## src/rtl/regfile_pkg.sv

```systemverilog
// Shared defaults and write-port priority helper for the multi-port register file.
package regfile_pkg;
    localparam int unsigned XLEN_DEF  = 32;
    localparam int unsigned DEPTH_DEF = 32;
    localparam int unsigned NR_DEF    = 2;
    localparam int unsigned NW_DEF    = 2;
    localparam int unsigned ZERO_REG  = 0;
    localparam int unsigned MAX_PORTS = 16;

    typedef logic [MAX_PORTS-1:0] port_hit_t;

    // hit[j] = write port j targets the address in question; highest index wins.
    function automatic int unsigned win_port(input port_hit_t hit);
        win_port = 0;
        for (int unsigned j = 0; j < MAX_PORTS; j++) begin
            if (hit[j]) win_port = j;
        end
    endfunction
endpackage

```

## src/rtl/regfile_mp_if.sv

```systemverilog
// Read/write/scoreboard-set bus of the multi-port register file.
interface regfile_mp_if #(
    parameter int unsigned XLEN  = 32,
    parameter int unsigned DEPTH = 32,
    parameter int unsigned NR    = 2,
    parameter int unsigned NW    = 2
);
    localparam int unsigned AW = $clog2(DEPTH);

    logic [NR*AW-1:0]   raddr;
    logic [NR*XLEN-1:0] rdata;
    logic [NR-1:0]      rbusy;
    logic [NW-1:0]      we;
    logic [NW*AW-1:0]   waddr;
    logic [NW*XLEN-1:0] wdata;
    logic               set_en;
    logic [AW-1:0]      set_addr;

    modport master (
        output raddr, we, waddr, wdata, set_en, set_addr,
        input  rdata, rbusy
    );
    modport slave (
        input  raddr, we, waddr, wdata, set_en, set_addr,
        output rdata, rbusy
    );
endinterface

```

## src/rtl/regfile_scoreboard.sv

```systemverilog
// Pending-write busy vector: writeback clears, issue sets, set wins on collision.
module regfile_scoreboard
    import regfile_pkg::*;
#(
    parameter int unsigned DEPTH = DEPTH_DEF,
    parameter int unsigned NW    = NW_DEF,
    parameter int unsigned AW    = $clog2(DEPTH)
) (
    input  logic             clk,
    input  logic             rst,
    input  logic [NW-1:0]    we_i,
    input  logic [NW*AW-1:0] waddr_i,
    input  logic             set_en_i,
    input  logic [AW-1:0]    set_addr_i,
    output logic [DEPTH-1:0] busy_o
);
    logic [DEPTH-1:0] busy_q;
    logic [DEPTH-1:0] busy_d;

    always_comb begin
        busy_d = busy_q;
        for (int unsigned j = 0; j < NW; j++) begin
            if (we_i[j]) busy_d[waddr_i[j*AW +: AW]] = 1'b0;
        end
        if (set_en_i) busy_d[set_addr_i] = 1'b1;
        busy_d[ZERO_REG] = 1'b0;
    end

    always_ff @(posedge clk or posedge rst) begin
        if (rst) busy_q <= '0;
        else     busy_q <= busy_d;
    end

    assign busy_o = busy_q;
endmodule

```

## src/rtl/regfile_mp.sv

```systemverilog
// Multi-port register file with r0 hardwired to zero and a pending-write scoreboard.
// Define REGFILE_BYPASS_EN to forward same-cycle writes (data and busy release) to reads.
module regfile_mp
    import regfile_pkg::*;
#(
    parameter int unsigned XLEN  = XLEN_DEF,
    parameter int unsigned DEPTH = DEPTH_DEF,
    parameter int unsigned NR    = NR_DEF,
    parameter int unsigned NW    = NW_DEF
) (
    input logic         clk,
    input logic         rst,
    regfile_mp_if.slave bus
);
    localparam int unsigned AW = $clog2(DEPTH);

    logic [XLEN-1:0]    mem_q [DEPTH];
    logic [XLEN-1:0]    mem_d [DEPTH];
    logic [DEPTH-1:0]   busy;
    port_hit_t          whit;
    logic [NR*XLEN-1:0] rdata_c;
    logic [NR-1:0]      rbusy_c;
    logic [AW-1:0]      ra;
    logic [XLEN-1:0]    rd;
    logic               rb;
`ifdef REGFILE_BYPASS_EN
    port_hit_t          rhit;
`endif

    regfile_scoreboard #(
        .DEPTH (DEPTH),
        .NW    (NW),
        .AW    (AW)
    ) u_sb (
        .clk        (clk),
        .rst        (rst),
        .we_i       (bus.we),
        .waddr_i    (bus.waddr),
        .set_en_i   (bus.set_en),
        .set_addr_i (bus.set_addr),
        .busy_o     (busy)
    );

    // Entry 0 is never loaded, so it stays at its reset value of zero.
    always_comb begin
        mem_d = mem_q;
        whit  = '0;
        for (int unsigned a = 1; a < DEPTH; a++) begin
            whit = '0;
            for (int unsigned j = 0; j < NW; j++) begin
                whit[j] = bus.we[j] && (bus.waddr[j*AW +: AW] == AW'(a));
            end
            if (|whit) mem_d[a] = bus.wdata[win_port(whit)*XLEN +: XLEN];
        end
    end

    always_ff @(posedge clk or posedge rst) begin
        if (rst) begin
            for (int unsigned a = 0; a < DEPTH; a++) mem_q[a] <= '0;
        end else begin
            mem_q <= mem_d;
        end
    end

    always_comb begin
        rdata_c = '0;
        rbusy_c = '0;
        ra      = '0;
        rd      = '0;
        rb      = 1'b0;
`ifdef REGFILE_BYPASS_EN
        rhit    = '0;
`endif
        for (int unsigned i = 0; i < NR; i++) begin
            ra = bus.raddr[i*AW +: AW];
            rd = mem_q[ra];
            rb = busy[ra];
`ifdef REGFILE_BYPASS_EN
            rhit = '0;
            for (int unsigned j = 0; j < NW; j++) begin
                rhit[j] = bus.we[j] && (bus.waddr[j*AW +: AW] == ra);
            end
            // A writeback releases the entry unless a new issue grabs it this cycle.
            if (|rhit) begin
                rd = bus.wdata[win_port(rhit)*XLEN +: XLEN];
                rb = bus.set_en && (bus.set_addr == ra);
            end
`endif
            if (rst || ra == AW'(ZERO_REG)) begin
                rd = '0;
                rb = 1'b0;
            end
            rdata_c[i*XLEN +: XLEN] = rd;
            rbusy_c[i]              = rb;
        end
    end

    assign bus.rdata = rdata_c;
    assign bus.rbusy = rbusy_c;
endmodule

```

## src/flat_wrapper.sv

```systemverilog
// flat-port wrapper written by rule: the top's interface ports become plain ports
module regfile_mp_flat import regfile_pkg::*;
#(
    parameter int unsigned XLEN  = XLEN_DEF,
    parameter int unsigned DEPTH = DEPTH_DEF,
    parameter int unsigned NR    = NR_DEF,
    parameter int unsigned NW    = NW_DEF
)
  (clk, rst, bus_raddr, bus_we, bus_waddr, bus_wdata, bus_set_en, bus_set_addr, bus_rdata, bus_rbusy);
  regfile_mp_if #(.XLEN(XLEN), .DEPTH(DEPTH), .NR(NR), .NW(NW)) bus_i ();
  input logic clk;
  input logic rst;
  input wire logic [$bits(bus_i.raddr)-1:0] bus_raddr;
  input wire logic [$bits(bus_i.we)-1:0] bus_we;
  input wire logic [$bits(bus_i.waddr)-1:0] bus_waddr;
  input wire logic [$bits(bus_i.wdata)-1:0] bus_wdata;
  input wire logic [$bits(bus_i.set_en)-1:0] bus_set_en;
  input wire logic [$bits(bus_i.set_addr)-1:0] bus_set_addr;
  output wire logic [$bits(bus_i.rdata)-1:0] bus_rdata;
  output wire logic [$bits(bus_i.rbusy)-1:0] bus_rbusy;
  assign bus_i.raddr = bus_raddr;
  assign bus_i.we = bus_we;
  assign bus_i.waddr = bus_waddr;
  assign bus_i.wdata = bus_wdata;
  assign bus_i.set_en = bus_set_en;
  assign bus_i.set_addr = bus_set_addr;
  assign bus_rdata = bus_i.rdata;
  assign bus_rbusy = bus_i.rbusy;
  regfile_mp #(.XLEN(XLEN), .DEPTH(DEPTH), .NR(NR), .NW(NW)) u_core (.clk(clk), .rst(rst), .bus(bus_i));
endmodule
```

## config.mk

```make
export PLATFORM = sky130hd
export DESIGN_NAME = regfile_mp_flat
export DESIGN_NICKNAME = d
export VERILOG_FILES = /design/src/rtl/regfile_pkg.sv /design/src/rtl/regfile_mp_if.sv /design/src/rtl/regfile_scoreboard.sv /design/src/rtl/regfile_mp.sv /design/src/flat_wrapper.sv
export SDC_FILE = /design/constraint.sdc
export NUM_CORES = 2
export LEC_CHECK = 0
export CAP_MARGIN = 30
export CORE_AREA = 2 2 404 406
export CTS_BUF_LIST = sky130_fd_sc_hd__clkbuf_8 sky130_fd_sc_hd__clkbuf_16
export DETAILED_ROUTE_END_ITERATION = 10
export DIE_AREA = 0 0 406 408
export SYNTH_ARGS = -nofsm -noshare
export SYNTH_HDL_FRONTEND = slang
export SYNTH_HIERARCHICAL = 1
export SYNTH_SLANG_ARGS = --single-unit
```

## constraint.sdc

```tcl
create_clock -name clk -period 42.6 [get_ports clk]
set_input_delay 8.52 -clock clk [delete_from_list [all_inputs] [get_ports clk]]
set_output_delay 8.52 -clock clk [all_outputs]
set_load 0.02 [all_outputs]
```

==> results.tsv <==
stage	metric	value	unit
die	Core Region	162000	um^2
yosys	largest family of logic cells by synthesized area	multiplexers	
run_status	status	finished, final reports clean	
yosys	compound-gate portion of the synthesized area	13.2	%
yosys	Cells after Synth	6140	
power	switch share	31.1	%
power	NetSw	0.00103	W
finish	nets	5968	
setup_path	R2R depth	2	
yosys	yosys warns	6	
clock_network	Skew-Pair Late Insertion Delay	0.76	ns
worst_hold_path	hold path startpoint	u_core/u_sb/busy_o[16]	
die	cell row count	148	
yosys	proportion of synthesized area in mux cells	33.8	%
setup_path	R2R Setup Slk	41.76	ns
clock_network	# H-tree levels	3	
yosys	post-synthesis sequential area ratio	39.9	%
routing	Residual DRC	0	
yosys	Synth cell types	50	
setup_path	slowest cell on the critical path	buf_4	
yosys	Synth Area in XOR/XNOR	0	%
clock_network	Clock transition at path regs	0.06	ns
placement	global placer's final weighted congestion	0.850	
routing	DR WL/cell	30.5	um
routing	Vias/cell	6.35	
setup_path	Worst R2R End	u_core/mem_q[924]	
clock_network	Num CTS Buffers	115	
power	Flop pwr share	43.2	%
sta	achievable frequency	0.0471	GHz
die	Top Ports	160	
yosys	post-synthesis adder-cell area fraction	0	%
placement	Buffers on Ports	159	
sta	clk_skew	0	ns
sta	Finish-stage setup viols	0	
routing	DRT antenna net count	0	
finish	Post-Layout Cell Count	8145	
setup_path	Critical Path Sink Type	primary output	
finish	most frequent cells in the layout	mux2i_1, dfrtp_1, nand2_1	
setup_path	Max stage delay on crit path	0.80	ns
placement	DP Cell Count	7920	
setup_path	crit path cell chain	buf_8 > buf_4 > buf_4 > mux4_2 > a22oi_1 > nand2_1 > a32o_1 > clkdlybuf4s50_1	
finish	Synth-to-Final Area Change	12.5	%
worst_hold_path	Worst Hold Depth	1	
grt	first-pass GRT wire length	360	mm
die	Die Wd	406	um
clock_network	PostCTS Resize Cnt	0	
die	chip height	408	um
power	leakage	30.9	nW
grt	number of global-route vias before repair	50200	
yosys	synthesized area	64200	um^2
setup_path	FF-to-FF Start	u_core/mem_q[924]	
clock_network	root buf cell	clkbuf_16	
grt	largest net degree at the start of global routing	160	
sta	Fin Setup TNS	0	ns
power	Int Pwr	0.00227	W
clock_network	Post-CTS Setup Inserts	0	
routing	drt pass-1 iters	6	
yosys	Mapped Nets	6234	
yosys	Synth Area in Simple Gates	8.15	%
run	Max-Cap Viols	0	
setup_path	buffers plus inverters on the worst setup path	4	
yosys	Avg Inst Size Synth	10.5	um^2
sta	Fin. Hold Viols	0	
sta	fin. max-slew vios	0	
finish	final core occ	44.7	%
yosys	#FFs+latches synth	1023	
die	Initial Util	39.7	%
clock_network	CTS Sinks	1023	
sta	fin crit share	49.8	%
finish	most frequent standard cell in the layout excluding fill and tap cells	mux2i_1	
sta	Rel. slew slack	27.5	%
power	combinational power share	25.5	%
setup_path	Worst EP required	34.08	ns
setup_path	CP arrival	12.70	ns
routing	Starting DRT DRC Count	6471	
grt	initial antenna violation count	15	
setup_path	CP top delay family	buffers and inverters	
power	Max VDD drop	0.0352	mV
routing	routed via count	51800	
sta	minimum clock period	21.22	ns
clock_network	hold_buf cts	0	
worst_hold_path	HP Class	flop to flop	
grt	Total GRT Usage	29.7	%
finish	share of cells above drive strength 1	16.8	%
power	power per cell area	45.7	nW/um^2
setup_path	Worst Path Class, Setup	primary input to primary output	
setup_path	crit path max fanout	60	
die	Die Area	166000	um^2
power	Clock power frac	31.3	%
clock_network	CTS tree	yes	
grt	gr ovfl total	0	
setup_path	most frequent CP cell	buf_4	
placement	DPL Wire Length	138	mm
sta	measured slew at the worst slew-check pin	1.09	ns
sta	RSZ-0062 raised after global routing	no	
clock_network	Longest Clk Path Bufs	3	
setup_path	CP Launch Type	primary input	
worst_hold_path	Min-Delay Endpoint	u_core/u_sb/busy_o[16]	
routing	Routed WL	248	mm
state kept, by name (all words and copies together) (netlist names):
register,count
u_core/mem_q,992
u_core/u_sb/busy_o,31
synthesized netlist by cell type (all sizes together):
master         instances  area (um^2)
a21oi                576         2880
and3                   1         6.26
o21ai                483         2420
and4b                  6         63.8
nor4b                  2         30.0
nand3                  7         35.0
nand2                642         2410
and2                   8         50.1
nor3b                  5         42.5
mux2                 132         1490
o221ai                65          569
dfrtp               1023        25600
nor2b                 20          125
nand4b                 3         26.3
or4b                   1         10.0
mux2i               1121        11200
and2b                  1         7.51
a22o                  31          272
clkdlybuf4s18          1         10.0
mux4                 400         9010
nor2                 548         2060
and4                   1         8.76
a22oi                218         1640
nand2b                 8         50.1
o31ai                  1         7.51
nor4                   2         12.5
nand3b                 2         15.0
o22ai                  1         6.26
or3                    3         18.8
or2                    4         25.0
and3b                  5         43.8
clkbuf               475         1780
buf                  253         1400
conb                   1         3.75
nor3                   6         35.0
or3b                   1         8.76
a32o                  66          661
nand4bb                3         33.8
and4bb                 6         75.1
nand4                  5         37.5
inv                    3         11.3
through the flow:
| stage | worst slack (ns) | cell area (um^2) | power, W | hold WS (ns) |
|---|---|---|---|---|
| final | 21.38 | 72200 | 0.00330 | 0.521 |
| after global routing | 21.14 | 72200 | 0.00346 | 0.542 |
| after floorplan | 6.17 | 64200 | 0.00202 | 0.477 |
| after detailed placement | 21.21 | 68000 | 0.00227 | 0.501 |
| after global placement | 21.25 | 66900 | 0.00222 | 0.498 |
| after CTS | 21.19 | 71900 | 0.00330 | 0.520 |
routing by layer:
layer  up-vias  share of wire [%]  track usage (%)
met5         -              0.076            0.263
met4        22                5.8             15.1
met3       794                 10             7.49
met2      3062                 45             45.3
met1     25900                 39             39.0
li1      22000                  -                -
cell type report:
class,instances,area [um^2]
inverters,3,18.8
diodes,1,2.50
clock inverters,71,618
multi-input cells,4385,35900
fillers,14900,89400
flip-flops and latches,1023,25600
well taps,2175,2720
repair buffers,346,4050
clock buffers,141,3260
cell families (layout without fill, tap and decap cells):
logic type             count (synthesis)  after routing
AO/OA/AOI/OAI                       1441           1441
buffers and inverters                732            561
flip-flops                          1023           1023
multiplexers                        1653           1653
other                                  1              2
AND/OR/NAND/NOR                     1290           1290
power by group through the flow:
stage / combinational (W) / sequential, W / clock, W
4_1_cts: 0.000833 / 0.00142 / 0.00104
3_5_place_dp: 0.000833 / 0.00143 / 0
5_1_grt: 0.000911 / 0.00146 / 0.00109
3_3_place_gp: 0.000802 / 0.00142 / 0
2_1_floorplan: 0.000643 / 0.00138 / 0
6_report: 0.000842 / 0.00143 / 0.00103
how the worst max path moves through the flow:
stage,from,slack [ns],depth (start not counted),end
after floorplan,rst,6.17,1,u_core/mem_q[0]
after global placement,bus_raddr[0],21.25,8,bus_rdata[4]
after detailed placement,bus_raddr[0],21.21,8,bus_rdata[4]
after CTS,bus_raddr[0],21.19,8,bus_rdata[4]
after global routing,bus_raddr[5],21.14,8,bus_rdata[51]
final,bus_raddr[5],21.38,8,bus_rdata[51]
No activity file was read; power rests on OpenSTA's default activity.
